### src/rtl/ps2_scanbuf_if.sv
// Keyboard event port: raw receiver bytes in, decoded key events out.
// The master side feeds bytes and pops events; the slave is the scan buffer.
interface ps2_scanbuf_if #(
    parameter int DEPTH_LOG2 = 4
);
    logic [7:0]          ps2_data;
    logic                ps2_hit;
    logic                key_ack;
    logic                flush;
    logic [7:0]          key_code;
    logic                key_release;
    logic                key_ext;
    logic                key_ready;
    logic [DEPTH_LOG2:0] key_count;
    logic                overflow;

    modport master (
        output ps2_data, ps2_hit, key_ack, flush,
        input  key_code, key_release, key_ext, key_ready, key_count, overflow
    );

    modport slave (
        input  ps2_data, ps2_hit, key_ack, flush,
        output key_code, key_release, key_ext, key_ready, key_count, overflow
    );
endinterface

### src/rtl/ps2_scanbuf.sv
// PS/2 set-2 scancode decoder: folds E0/F0 prefixes into flags, collapses the
// Pause sequence, and queues key events in a FIFO popped by the CPU.
module ps2_scanbuf #(
    parameter int DEPTH_LOG2 = 4
) (
    input logic         clock,
    input logic         reset,
    ps2_scanbuf_if.slave bus
);
    localparam int                  DEPTH = 1 << DEPTH_LOG2;
    localparam logic [DEPTH_LOG2:0] FULL  = (DEPTH_LOG2 + 1)'(DEPTH);

    typedef enum logic [2:0] {
        ST_IDLE,
        ST_EXT,
        ST_REL,
        ST_EXTREL,
        ST_PAUSE
    } state_t;

    state_t                state_q, state_d;
    logic [2:0]            skip_q, skip_d;
    logic                  hit_dly_q, hit_dly_d;
    logic [DEPTH_LOG2-1:0] rd_ptr_q, rd_ptr_d;
    logic [DEPTH_LOG2-1:0] wr_ptr_q, wr_ptr_d;
    logic [DEPTH_LOG2:0]   count_q, count_d;
    logic                  ovf_q, ovf_d;
    logic [9:0]            mem_q [DEPTH];

    logic       strobe;
    logic       push;
    logic       pop;
    logic       wr_en;
    logic       ready;
    logic [9:0] push_entry;
    logic [9:0] head;

    // Decoder: one byte consumed per rising edge of ps2_hit.
    always_comb begin
        strobe     = bus.ps2_hit & ~hit_dly_q;
        hit_dly_d  = bus.ps2_hit;
        state_d    = state_q;
        skip_d     = skip_q;
        push       = 1'b0;
        push_entry = {2'b00, bus.ps2_data};
        if (strobe) begin
            case (state_q)
                ST_IDLE: begin
                    if (bus.ps2_data == 8'hE0) begin
                        state_d = ST_EXT;
                    end else if (bus.ps2_data == 8'hF0) begin
                        state_d = ST_REL;
                    end else if (bus.ps2_data == 8'hE1) begin
                        state_d = ST_PAUSE;
                        skip_d  = 3'd7;
                    end else begin
                        push = 1'b1;
                    end
                end
                ST_EXT: begin
                    if (bus.ps2_data == 8'hF0) begin
                        state_d = ST_EXTREL;
                    end else if (bus.ps2_data != 8'hE0) begin
                        push       = 1'b1;
                        push_entry = {2'b10, bus.ps2_data};
                        state_d    = ST_IDLE;
                    end
                end
                ST_REL: begin
                    if (bus.ps2_data == 8'hE0) begin
                        state_d = ST_EXTREL;
                    end else if (bus.ps2_data != 8'hF0) begin
                        push       = 1'b1;
                        push_entry = {2'b01, bus.ps2_data};
                        state_d    = ST_IDLE;
                    end
                end
                ST_EXTREL: begin
                    if (bus.ps2_data != 8'hE0 && bus.ps2_data != 8'hF0) begin
                        push       = 1'b1;
                        push_entry = {2'b11, bus.ps2_data};
                        state_d    = ST_IDLE;
                    end
                end
                ST_PAUSE: begin
                    skip_d = skip_q - 3'd1;
                    if (skip_q == 3'd1) begin
                        push       = 1'b1;
                        push_entry = {2'b00, 8'hE1};
                        state_d    = ST_IDLE;
                    end
                end
                default: state_d = ST_IDLE;
            endcase
        end
        if (bus.flush) begin
            state_d = ST_IDLE;
            skip_d  = 3'd0;
            push    = 1'b0;
        end
    end

    // FIFO bookkeeping; a pop frees a slot for a push in the same cycle.
    always_comb begin
        ready    = (count_q != '0);
        pop      = bus.key_ack & ready & ~bus.flush;
        wr_en    = push & ((count_q != FULL) | pop);
        rd_ptr_d = rd_ptr_q;
        wr_ptr_d = wr_ptr_q;
        count_d  = count_q;
        ovf_d    = ovf_q;
        if (bus.flush) begin
            rd_ptr_d = '0;
            wr_ptr_d = '0;
            count_d  = '0;
            ovf_d    = 1'b0;
        end else begin
            if (wr_en) begin
                wr_ptr_d = wr_ptr_q + 1'b1;
            end
            if (pop) begin
                rd_ptr_d = rd_ptr_q + 1'b1;
            end
            if (wr_en && !pop) begin
                count_d = count_q + 1'b1;
            end else if (pop && !wr_en) begin
                count_d = count_q - 1'b1;
            end
            if (push && !wr_en) begin
                ovf_d = 1'b1;
            end
        end
    end

    always_ff @(posedge clock or posedge reset) begin
        if (reset) begin
            state_q   <= ST_IDLE;
            skip_q    <= 3'd0;
            hit_dly_q <= 1'b0;
            rd_ptr_q  <= '0;
            wr_ptr_q  <= '0;
            count_q   <= '0;
            ovf_q     <= 1'b0;
        end else begin
            state_q   <= state_d;
            skip_q    <= skip_d;
            hit_dly_q <= hit_dly_d;
            rd_ptr_q  <= rd_ptr_d;
            wr_ptr_q  <= wr_ptr_d;
            count_q   <= count_d;
            ovf_q     <= ovf_d;
        end
    end

    // Storage holds no control state, so it needs no reset.
    always_ff @(posedge clock) begin
        if (wr_en) begin
            mem_q[wr_ptr_q] <= push_entry;
        end
    end

    assign head            = ready ? mem_q[rd_ptr_q] : 10'd0;
    assign bus.key_ext     = head[9];
    assign bus.key_release = head[8];
    assign bus.key_code    = head[7:0];
    assign bus.key_ready   = ready;
    assign bus.key_count   = count_q;
    assign bus.overflow    = ovf_q;
endmodule

### src/flat_wrapper.sv
// flat-port wrapper written by rule: the top's interface ports become plain ports
module ps2_scanbuf_flat 
#(
    parameter int DEPTH_LOG2 = 4
)
  (clock, reset, bus_ps2_data, bus_ps2_hit, bus_key_ack, bus_flush, bus_key_code, bus_key_release, bus_key_ext, bus_key_ready, bus_key_count, bus_overflow);
  ps2_scanbuf_if #(.DEPTH_LOG2(DEPTH_LOG2)) bus_i ();
  input logic clock;
  input logic reset;
  input wire logic [$bits(bus_i.ps2_data)-1:0] bus_ps2_data;
  input wire logic [$bits(bus_i.ps2_hit)-1:0] bus_ps2_hit;
  input wire logic [$bits(bus_i.key_ack)-1:0] bus_key_ack;
  input wire logic [$bits(bus_i.flush)-1:0] bus_flush;
  output wire logic [$bits(bus_i.key_code)-1:0] bus_key_code;
  output wire logic [$bits(bus_i.key_release)-1:0] bus_key_release;
  output wire logic [$bits(bus_i.key_ext)-1:0] bus_key_ext;
  output wire logic [$bits(bus_i.key_ready)-1:0] bus_key_ready;
  output wire logic [$bits(bus_i.key_count)-1:0] bus_key_count;
  output wire logic [$bits(bus_i.overflow)-1:0] bus_overflow;
  assign bus_i.ps2_data = bus_ps2_data;
  assign bus_i.ps2_hit = bus_ps2_hit;
  assign bus_i.key_ack = bus_key_ack;
  assign bus_i.flush = bus_flush;
  assign bus_key_code = bus_i.key_code;
  assign bus_key_release = bus_i.key_release;
  assign bus_key_ext = bus_i.key_ext;
  assign bus_key_ready = bus_i.key_ready;
  assign bus_key_count = bus_i.key_count;
  assign bus_overflow = bus_i.overflow;
  ps2_scanbuf #(.DEPTH_LOG2(DEPTH_LOG2)) u_core (.clock(clock), .reset(reset), .bus(bus_i));
endmodule
### config.mk
export PLATFORM = sky130hd
export DESIGN_NAME = ps2_scanbuf_flat
export DESIGN_NICKNAME = d
export VERILOG_FILES = /design/src/rtl/ps2_scanbuf_if.sv /design/src/rtl/ps2_scanbuf.sv /design/src/flat_wrapper.sv
export SDC_FILE = /design/constraint.sdc
export NUM_CORES = 1
export LEC_CHECK = 0
export BUFFER_PORTS_ARGS = -buffer_cell sky130_fd_sc_hd__clkbuf_2
export CORE_MARGIN = 4
export CORE_UTILIZATION = 50
export CTS_BUF_LIST = sky130_fd_sc_hd__clkbuf_8
export CTS_CLUSTER_DIAMETER = 120
export DETAILED_ROUTE_END_ITERATION = 6
export PLACE_DENSITY_LB_ADDON = 0.2
export SETUP_SLACK_MARGIN = 0.02
export SYNTH_ARGS = -nofsm -noshare
export SYNTH_HDL_FRONTEND = slang
export SYNTH_SLANG_ARGS = --single-unit
### constraint.sdc
create_clock -name clock -period 3.3 [get_ports clock]
set_input_delay 0.33 -clock clock [delete_from_list [all_inputs] [get_ports clock]]
set_output_delay 0.33 -clock clock [all_outputs]
set_load 0.005 [all_outputs]
==> results of run 1 <==
cell type report:
class	count	area share
inverter	8	0.00352
tap	188	0.0276
clock buffer	17	0.0274
clock inverter	15	0.0144
timing repair buffer	48	0.0384
sequential	181	0.625
multi-input combinational	203	0.264
sequential cells by signal, summed over array words and instances (netlist names):
register / cells
u_core.mem_q: 160
u_core.bus.key_count: 5
u_core.bus.overflow: 1
u_core.state_q: 3
u_core.wr_ptr_q: 4
u_core.skip_q: 3
u_core.rd_ptr_q: 4
u_core.hit_dly_q: 1
final timing paths:
check	start	to	slack [ns]	cells past startpoint
max in group asynchronous	reset	u_core.rd_ptr_q[0]$_DFFE_PP0P_	2.72	2
min reg2reg	u_core.skip_q[2]$_DFFE_PP0P_	u_core.skip_q[2]$_DFFE_PP0P_	0.50	1
min	reset	u_core.skip_q[1]$_DFFE_PP0P_	0.004	2
max	u_core.rd_ptr_q[0]$_DFFE_PP0P_	bus_key_ext	0.26	5
max reg2reg	u_core.skip_q[0]$_DFFE_PP0P_	u_core.bus.key_count[4]$_DFFE_PP0P_	0.30	12
min in group clock	bus_ps2_data[4]	u_core.state_q[1]$_DFFE_PP0P_	0.23	3
synthesized netlist by cell type, types with 2 or more instances:
cell type                  instances  area [um^2]
sky130_fd_sc_hd__and4_1            4         35.0
sky130_fd_sc_hd__buf_2             5         25.0
sky130_fd_sc_hd__edfxtp_1        160         4800
sky130_fd_sc_hd__nand4_1           3         18.8
sky130_fd_sc_hd__nor4_1            4         25.0
sky130_fd_sc_hd__nand3_1           6         30.0
sky130_fd_sc_hd__a31oi_1           3         18.8
sky130_fd_sc_hd__buf_6             2         22.5
sky130_fd_sc_hd__ha_1             11          138
sky130_fd_sc_hd__xor2_1            3         26.3
sky130_fd_sc_hd__or3_1             2         12.5
sky130_fd_sc_hd__nor3_1            6         30.0
sky130_fd_sc_hd__and2_1           28          175
sky130_fd_sc_hd__clkbuf_1         12         45.0
sky130_fd_sc_hd__dfrtp_1          21          526
sky130_fd_sc_hd__o21ai_0           4         20.0
sky130_fd_sc_hd__xnor2_1           3         26.3
sky130_fd_sc_hd__nor2_1           17         63.8
sky130_fd_sc_hd__a21oi_1           7         35.0
sky130_fd_sc_hd__nand2b_1          8         50.1
sky130_fd_sc_hd__mux4_2           50         1130
sky130_fd_sc_hd__mux2_1            4         45.0
sky130_fd_sc_hd__nand2_1           8         30.0
sky130_fd_sc_hd__inv_1             8         30.0
sky130_fd_sc_hd__nor3b_1           3         22.5
sky130_fd_sc_hd__mux2i_1           2         20.0
sky130_fd_sc_hd__and2b_2           2         17.5
sky130_fd_sc_hd__nor2b_1           2         12.5
critical path, stage by stage (launching register included):
cell	delay (ns)
sky130_fd_sc_hd__dfrtp_2	0.67
sky130_fd_sc_hd__buf_12	0.24
sky130_fd_sc_hd__mux4_2	0.53
sky130_fd_sc_hd__mux4_2	0.50
sky130_fd_sc_hd__and2_1	0.20
sky130_fd_sc_hd__clkbuf_2	0.11
cell families (layout without fill, tap and decap cells):
family / after synthesis / after routing
fa+ha+maj: 12 / 12
flops: 181 / 181
mux: 56 / 56
simple gates: 101 / 101
compound gates: 28 / 28
buf+inv: 28 / 88
xor+xnor: 6 / 6
per-layer routing:
metal  up-vias  GRT usage  routed length, um
met3        21     0.0382                814
met1      2067      0.253               6460
met4         0     0.0601                220
li1       1742          -                  -
met5         -          0                  0
met2       115      0.304               7880
power groups by stage:
stage          clock network, mW  logic (mW)  registers (mW)
2_1_floorplan                  0       0.829            2.61
3_3_place_gp                   0        1.12            2.69
6_report                    1.37        1.13            2.65
3_5_place_dp                   0        1.14            2.70
4_1_cts                     1.40        1.14            2.65
5_1_grt                     1.51        1.24            2.66
cell usage in the layout (no fill, tap or decap), types with 2 or more instances in the layout:
master                       count
sky130_fd_sc_hd__edfxtp_1      160
sky130_fd_sc_hd__mux4_2         50
sky130_fd_sc_hd__clkbuf_2       29
sky130_fd_sc_hd__and2_1         28
sky130_fd_sc_hd__dfrtp_1        19
sky130_fd_sc_hd__nor2_1         17
sky130_fd_sc_hd__clkbuf_8       17
sky130_fd_sc_hd__buf_4          15
sky130_fd_sc_hd__ha_1           11
sky130_fd_sc_hd__inv_1          10
sky130_fd_sc_hd__nand2b_1        8
sky130_fd_sc_hd__nand2_1         7
sky130_fd_sc_hd__nand3_1         6
sky130_fd_sc_hd__a21oi_1         6
sky130_fd_sc_hd__nor3_1          6
sky130_fd_sc_hd__clkinv_1        6
sky130_fd_sc_hd__o21ai_0         4
sky130_fd_sc_hd__mux2_1          4
sky130_fd_sc_hd__and4_1          4
sky130_fd_sc_hd__xnor2_1         3
sky130_fd_sc_hd__a31oi_1         3
sky130_fd_sc_hd__nor4_1          3
sky130_fd_sc_hd__nand4_1         3
sky130_fd_sc_hd__xor2_1          3
sky130_fd_sc_hd__nor3b_1         3
sky130_fd_sc_hd__clkinvlp_4      3
sky130_fd_sc_hd__buf_12          3
sky130_fd_sc_hd__and2b_2         2
sky130_fd_sc_hd__nor4_2          2
sky130_fd_sc_hd__mux2i_1         2
sky130_fd_sc_hd__or3_1           2
sky130_fd_sc_hd__nor2b_1         2
sky130_fd_sc_hd__bufinv_16       2
sky130_fd_sc_hd__clkinv_2        2
sky130_fd_sc_hd__dfrtp_2         2
timing repair:
action,CTS,global route
hold endpoints to repair,1,0
setup endpoints to repair,0,1
resized for setup,0,4
hold buffers,1,0
==> results.md, run 1 <==
- Of the total synthesized cell area, the portion taken by full adders, half adders and majority gates is 0.0205.
- For this run, the total global-route usage over all layers was measured as 0.186.
- Once routing completed, OpenROAD measured the worst setup slack at 0.262 ns.
- The maximum clock frequency is about 330 MHz.
- Of the synthesized area, sequential elements account for 0.694.
- The final worst clock skew is around 0.0098 ns.
- The sequential cells in the finished layout cover a total of 5330 um^2.
- The flow ran to the end, and the final reports show no timing, DRC or antenna violations.
- The post-synthesis net count is 437.
- For this design the static power due to leakage is 2.81 nW.
- Summing every instance area after synthesis gives 7680 um^2.
- Clock tree synthesis inserted a total of 17 buffers.
- The effective utilization at floorplan is 0.507.
- The remaining antenna violation count is 0.
- The maximum vdd ir drop is 0.000351 V.
- Yosys printed 0 warnings.
- Of the total synthesized cell area, the portion taken by XOR and XNOR cells is 0.00684.
- The share of total power dissipated in the clock network is 0.266.
- The routed length per placed instance is about 23 um.
- The floorplan step defined a core boundary enclosing 15100 um^2.
- Entering global routing, the biggest net connects 25 pins.
- The critical path class is reg2out.
- Data on the critical path arrives at its endpoint at 2.71 ns.
- During I/O placement, the number of pins put on the boundary was 30.
- The final cell count without fillers is 660.
- Of the total synthesized cell area, the portion taken by AND, OR, NAND and NOR gates is 0.0772.
- The number of antenna diodes in the final layout is 0.
- The via count of the first global-routing pass was 4110.
- Port buffering added 29 buffers.
- The setup TNS is 0 ns.
- At the end of the flow the core is filled with cells to 0.563.
- The number of filler instances in the final layout is 1172.
- The worst setup path is launched from a flop.
- After detailed routing, the number of remaining DRC violations is 0.
- The worst hold slack across all endpoints is 0.00449 ns.
- The share of total power dissipated in sequential elements is 0.515.
- The floorplan has 45 rows.
- In this run the worst hold path is classified as in2async.
- The H-tree depth is 4.
- The number of violations of the max-capacitance limit is 0.
- The portion of netlist area occupied by mux cells is 0.155.
- The number of sinks driven by the clock tree is around 180.
- For this design the total switching power over the nets is 1.34 mW.
- The area used by multi-input combinational logic is 2250 um^2.
- The worst pin sits at a relative slew slack of 0.427.
- The horizontal die dimension is 132 um.
- The floorplan die height is 132 um.
- After layout, the design draws a total of 5.14 mW.
- After layout, the minimum clock period comes to 3.04 ns.
- The number of hold violations in the final report was 0.
- In the routed layout, each cell is associated on average with a via count of 5.98.
- The post-synthesis cell type count is between 50 and 60.
- The flip-flop and latch count after synthesis is around 180.
- The share of total power dissipated in combinational logic is 0.219.
- The area growth from synthesis to layout is 11.1%.
- The first detailed-routing pass took 4 iterations.
- The root buffer selected by CTS is sky130_fd_sc_hd__clkbuf_8.
- The clock-pin slew reported for the worst setup and hold paths after clock tree synthesis is 0.09 ns.
- The internal power summed over all cells is 3.81 mW.
- The die covers 17400 um^2.
- The total overflow left after global routing is 0.
- Once layout is done, the placed cells without fillers occupy between 8000 and 9000 um^2.
- Data on the critical path is required at its endpoint by 2.97 ns.
- For this design the ratio of total power to cell area is 603 nW/um^2.
- Summing over every cut layer, the via total after detailed routing is between 3000 and 4000.
- The count of flip-flops with a built-in enable after synthesis is 160.
- The post-synthesis average cell area is 18.6 um^2.
- Of the total power, the share spent switching nets is 0.260.
- The placement-stage worst setup slack is around 0.012 ns.
- Counting tap cells, the placed design contains a total of 627 instances.
- The area of placed instances is 8140 um^2.
- The maximum buffer depth of the clock tree is 2.
- The final routed wirelength across all metal layers is around 15000 um.
- The final number of max-transition violations is 0.
- After clock tree synthesis, the setup repair step added 0 buffers.
- The top fanout value on the critical path is 14.
- After synthesis, the largest family of logic cells by area is multiplexers.
- The portion of the clock cycle consumed by the worst path in the final layout is 0.921.
- Counting every instance in the synthesized netlist gives between 400 and 500.
- The first global-routing pass estimated 24000 um of wire.
- In the final layout, the share of cells above drive strength 1 is 0.292.
- The area fraction in compound gates after synthesis came to 0.0300.
- The proportion of synthesized flip-flops having asynchronous set or reset is 0.116.
- TritonCTS built the clock tree.
- The routability congestion estimate is 0.810.
- For this run, the leading register cell type out of synthesis is sky130_fd_sc_hd__edfxtp_1.
- The wire-length estimate of the detail-placed layout is between 9000 and 10000 um.
- The capturing element type of the critical path is an output pin.
- The DRC violation total after the first TritonRoute iteration is 292.
- The pin slew with the least headroom to its limit is 0.860 ns.
- The later-pin clock latency in the skew report is 0.46 ns.
- The final setup violation count is 0.
- At the end of the flow, the number of nets in the layout was between 400 and 500.
- The number of antenna violations at the first check in global routing is 0.
Power figures use the tool's default switching activity.
==> run 2, diff against run 1 <==
PLACE_DENSITY_LB_ADDON = 0.3   (was 0.2)
==> run 2 against run 1 <==
Setup slack improved by 0.013 ns. Worst hold slack got worse by 0.0041 ns. Critical path depth rose by 7. Combinational power barely moved. Register-to-register slack got worse by 0.02 ns. Count of clock-buffer cells in the layout did not move. Die area did not move. Sequential power fell by 2%. Clock power rose by 6%. Global-route usage fell by 0.29 points. Cell area fell by 0.53%. Sequential share of layout area rose by 0.33 points. Critical path type is now reg2reg. Largest cell class unchanged. Largest power group unchanged.
==> results.md, run 2 (synthesized netlist as in run 1, its figures left out) <==
- The effective utilization at floorplan is 0.507 (unchanged).
- The post-DP HPWL is 9190 um (-5.5%).
- The share of layout cells above drive strength 1 was 0.279 (-0.0134).
- The later-pin clock latency in the skew report is 0.46 ns (about the same).
- The clock buffer count from CTS came to 17 (unchanged).
- The worst-case reg-to-reg path depth is 12 (unchanged).
- The area of placed instances is 8080 um^2 (-0.71%).
- The floorplan die height was 132 um (unchanged).
- The routability congestion estimate is 0.834 (+2.9%).
- The count of vias placed by the detailed router is 3943 (-0.051%).
- The count of nets after finishing is 478 (-1.2%).
- The class of the most critical hold timing path is in2async.
- The library cell contributing the largest single delay on the critical path is sky130_fd_sc_hd__dfrtp_1.
- The site row count was 45 (unchanged).
- The via count of the first global-routing pass was 4138 (+0.68%).
- The routed length per placed instance is 22.7 um (-2.7%).
- The final number of max-transition violations is 0 (unchanged).
- The residual DRC count is 0 (unchanged).
- The most numerous cell type found on the critical path is sky130_fd_sc_hd__ha_1.
- The library cells used most frequently in the layout, excluding fill and tap cells, are sky130_fd_sc_hd__edfxtp_1, sky130_fd_sc_hd__mux4_2, sky130_fd_sc_hd__clkbuf_2, sky130_fd_sc_hd__and2_1, sky130_fd_sc_hd__dfrtp_1.
- The number of post-CTS setup repair buffers came to 0 (unchanged).
- The clock-pin slew reported for the worst setup and hold paths after clock tree synthesis came to 0.08 ns (about the same).
- STA classifies the critical path endpoint as a flop.
- The pin slew with the least headroom to its limit is 0.913 ns (+0.0529 ns).
- The signal on the critical path passes through ha_1 > and2b_2 > o211ai_1 > o32ai_4 > nand2_1 > ha_1 > a21o_1 > a21oi_1 > nor3b_1 > a31oi_1 > o311a_1 > o2111ai_1.
- The static leakage is 2.79 nW (-0.50%).
- The placement-stage worst setup slack is 0.151 ns (+0.139 ns).
- The library cell used most frequently in the layout, excluding fill and tap cells, is sky130_fd_sc_hd__edfxtp_1.
- The maximum clock frequency is 331 MHz (+0.44%).
- The delay of the slowest cell on the worst path is 0.42 ns (-0.25 ns).
- The H-tree depth is 4 (unchanged).
- The horizontal die dimension came to 132 um (unchanged).
- The flow ran to the end, and the final reports show no timing, DRC or antenna violations.
- The post-route cell area is 8490 um^2 (-0.53%).
- The mean number of vias per cell is 6.03 (+0.87%).
- The global router's overall resource usage was 0.183 (-0.00288).
- The setup TNS is 0 ns (unchanged).
- The final worst slack came to 0.275 ns (+0.0132 ns).
- Setup repair after global routing left no endpoint under its margin.
- The layout-stage area growth over the synthesis result is 10.5%.
- The core area is 15100 um^2 (unchanged).
- The flip-flop count of the largest register after layout is 160 (unchanged).
- The number of sinks driven by the clock tree was 181 (unchanged).
- The CTS tree is done.
- The worst hold slack across all endpoints is 0.000355 ns (-0.00413 ns).
- The number of placed I/O pins came to 30 (unchanged).
- Counting flops per register, the top entry is u_core.mem_q.
- The final worst clock skew is 0.0101 ns (+0.000260 ns).
- The number of search-and-repair iterations in the first detailed-routing pass was 5 (+1).
- The largest net degree at the start of global routing is 41 (+64%).
- The number of diodes is 0 (unchanged).
- The critical path class is reg2reg.
- The portion of the clock cycle consumed by the worst path in the final layout was 0.917 (-0.00401).
- The worst path required time is 3.61 ns (+0.64 ns).
- The total overflow reported by the global router came to 0 (unchanged).
- The number of antenna violations at the first check in global routing came to 0 (unchanged).
- The kind of cell with the highest combined delay along the critical path is compound AO/OA/AOI/OAI gates.
- The power density relative to cell area is 610 nW/um^2 (+1.2%).
- The number of buffers added on ports came to 29 (unchanged).
- The global-route wire length before repair is 23600 um (-1.6%).
- The count of cell instances traversed by the critical path is 12 (+7).
- The final setup violation count is 0 (unchanged).
- The root buffer selected by CTS is sky130_fd_sc_hd__clkbuf_8.
- The number of hold violations in the final report came to 0 (unchanged).
- The relative max-transition margin is 0.392 (-0.0352).
- The die area came to 17400 um^2 (unchanged).
- The DRC violation total after the first TritonRoute iteration is 421 (+44%).
- The final routed wirelength across all metal layers came to 14800 um (-3.6%).
- The maximum vdd ir drop was 0.000399 V (+14%).
- The number of violations of the max-capacitance limit is 0 (unchanged).
- The shortest clock period the worst path allows after layout is 3.02 ns (-0.0132 ns).
- The worst setup path is launched from a flop.
- The top fanout value on the critical path is 7 (-7).
- The remaining antenna violation count is 0 (unchanged).
- The maximum buffer depth of the clock tree is 2 (unchanged).
- The count of buffer and inverter cells on the critical path is 0 (-2).
- The data arrival at the endpoint of the critical path came to 3.33 ns (+0.62 ns).
- The share of the core filled with cells is 0.560 (-0.00297).
==> run 2: worst reg2reg max path, delay by kind of cell (launching register included) <==
family,cells,cell delay [ns]
flops,1,0.42
compound gates,7,1.43
simple gates,3,0.53
fa+ha+maj,2,0.49
==> run 2: what timing repair did <==
action / 4_1_cts / 5_1_grt
resized for setup: 0 / 1
endpoints found under the setup margin: 0 / 1
hold buffers: 1 / 0
endpoints found under the hold margin: 1 / 0
==> run 2: final cells by class <==
type	count	area, um^2
fillers	1128	6660
clock inverters	15	148
multi-input cells	203	2240
well taps	188	235
inverters	8	30.0
repair buffers	42	270
flip-flops and latches	181	5330
clock buffers	17	234
==> run 2: path summary, 6_finish.rpt <==
kind / slack [ns] / start / to
worst min-delay path: 0.0004 / reset / u_core.skip_q[1]$_DFFE_PP0P_
max in group asynchronous: 2.74 / reset / u_core.rd_ptr_q[0]$_DFFE_PP0P_
worst min register to register: 0.50 / u_core.skip_q[2]$_DFFE_PP0P_ / u_core.skip_q[2]$_DFFE_PP0P_
worst max register to register: 0.28 / u_core.skip_q[0]$_DFFE_PP0P_ / u_core.bus.key_count[4]$_DFFE_PP0P_
min in group clock: 0.22 / bus_ps2_data[4] / u_core.state_q[1]$_DFFE_PP0P_
worst max-delay path: 0.28 / u_core.skip_q[0]$_DFFE_PP0P_ / u_core.bus.key_count[4]$_DFFE_PP0P_
==> run 2: power by group <==
group          total (mW)  switching [mW]  internal [mW]
Combinational        1.12           0.504          0.613
Sequential           2.61          0.0797           2.53
Clock                1.45           0.726          0.726
Total                5.18            1.31           3.87
==> run 2: routing by layer <==
| layer | part of all wire | vias up | GRT usage | wire length, um |
|---|---|---|---|---|
| met5 | 0 | - | 0 | 0 |
| met4 | 0.012 | 0 | 0.0490 | 175 |
| met3 | 0.040 | 20 | 0.0401 | 596 |
| met2 | 0.51 | 91 | 0.300 | 7590 |
| met1 | 0.44 | 2093 | 0.252 | 6470 |
| li1 | - | 1739 | - | - |
==> run 2: metrics by stage <==
stage / total power [mW] / instances
2_1_floorplan: 3.44 / 412
3_3_place_gp: 3.78 / 621
3_5_place_dp: 3.79 / 621
4_1_cts: 5.23 / 654
5_1_grt: 5.45 / 654
6_report: 5.18 / 654
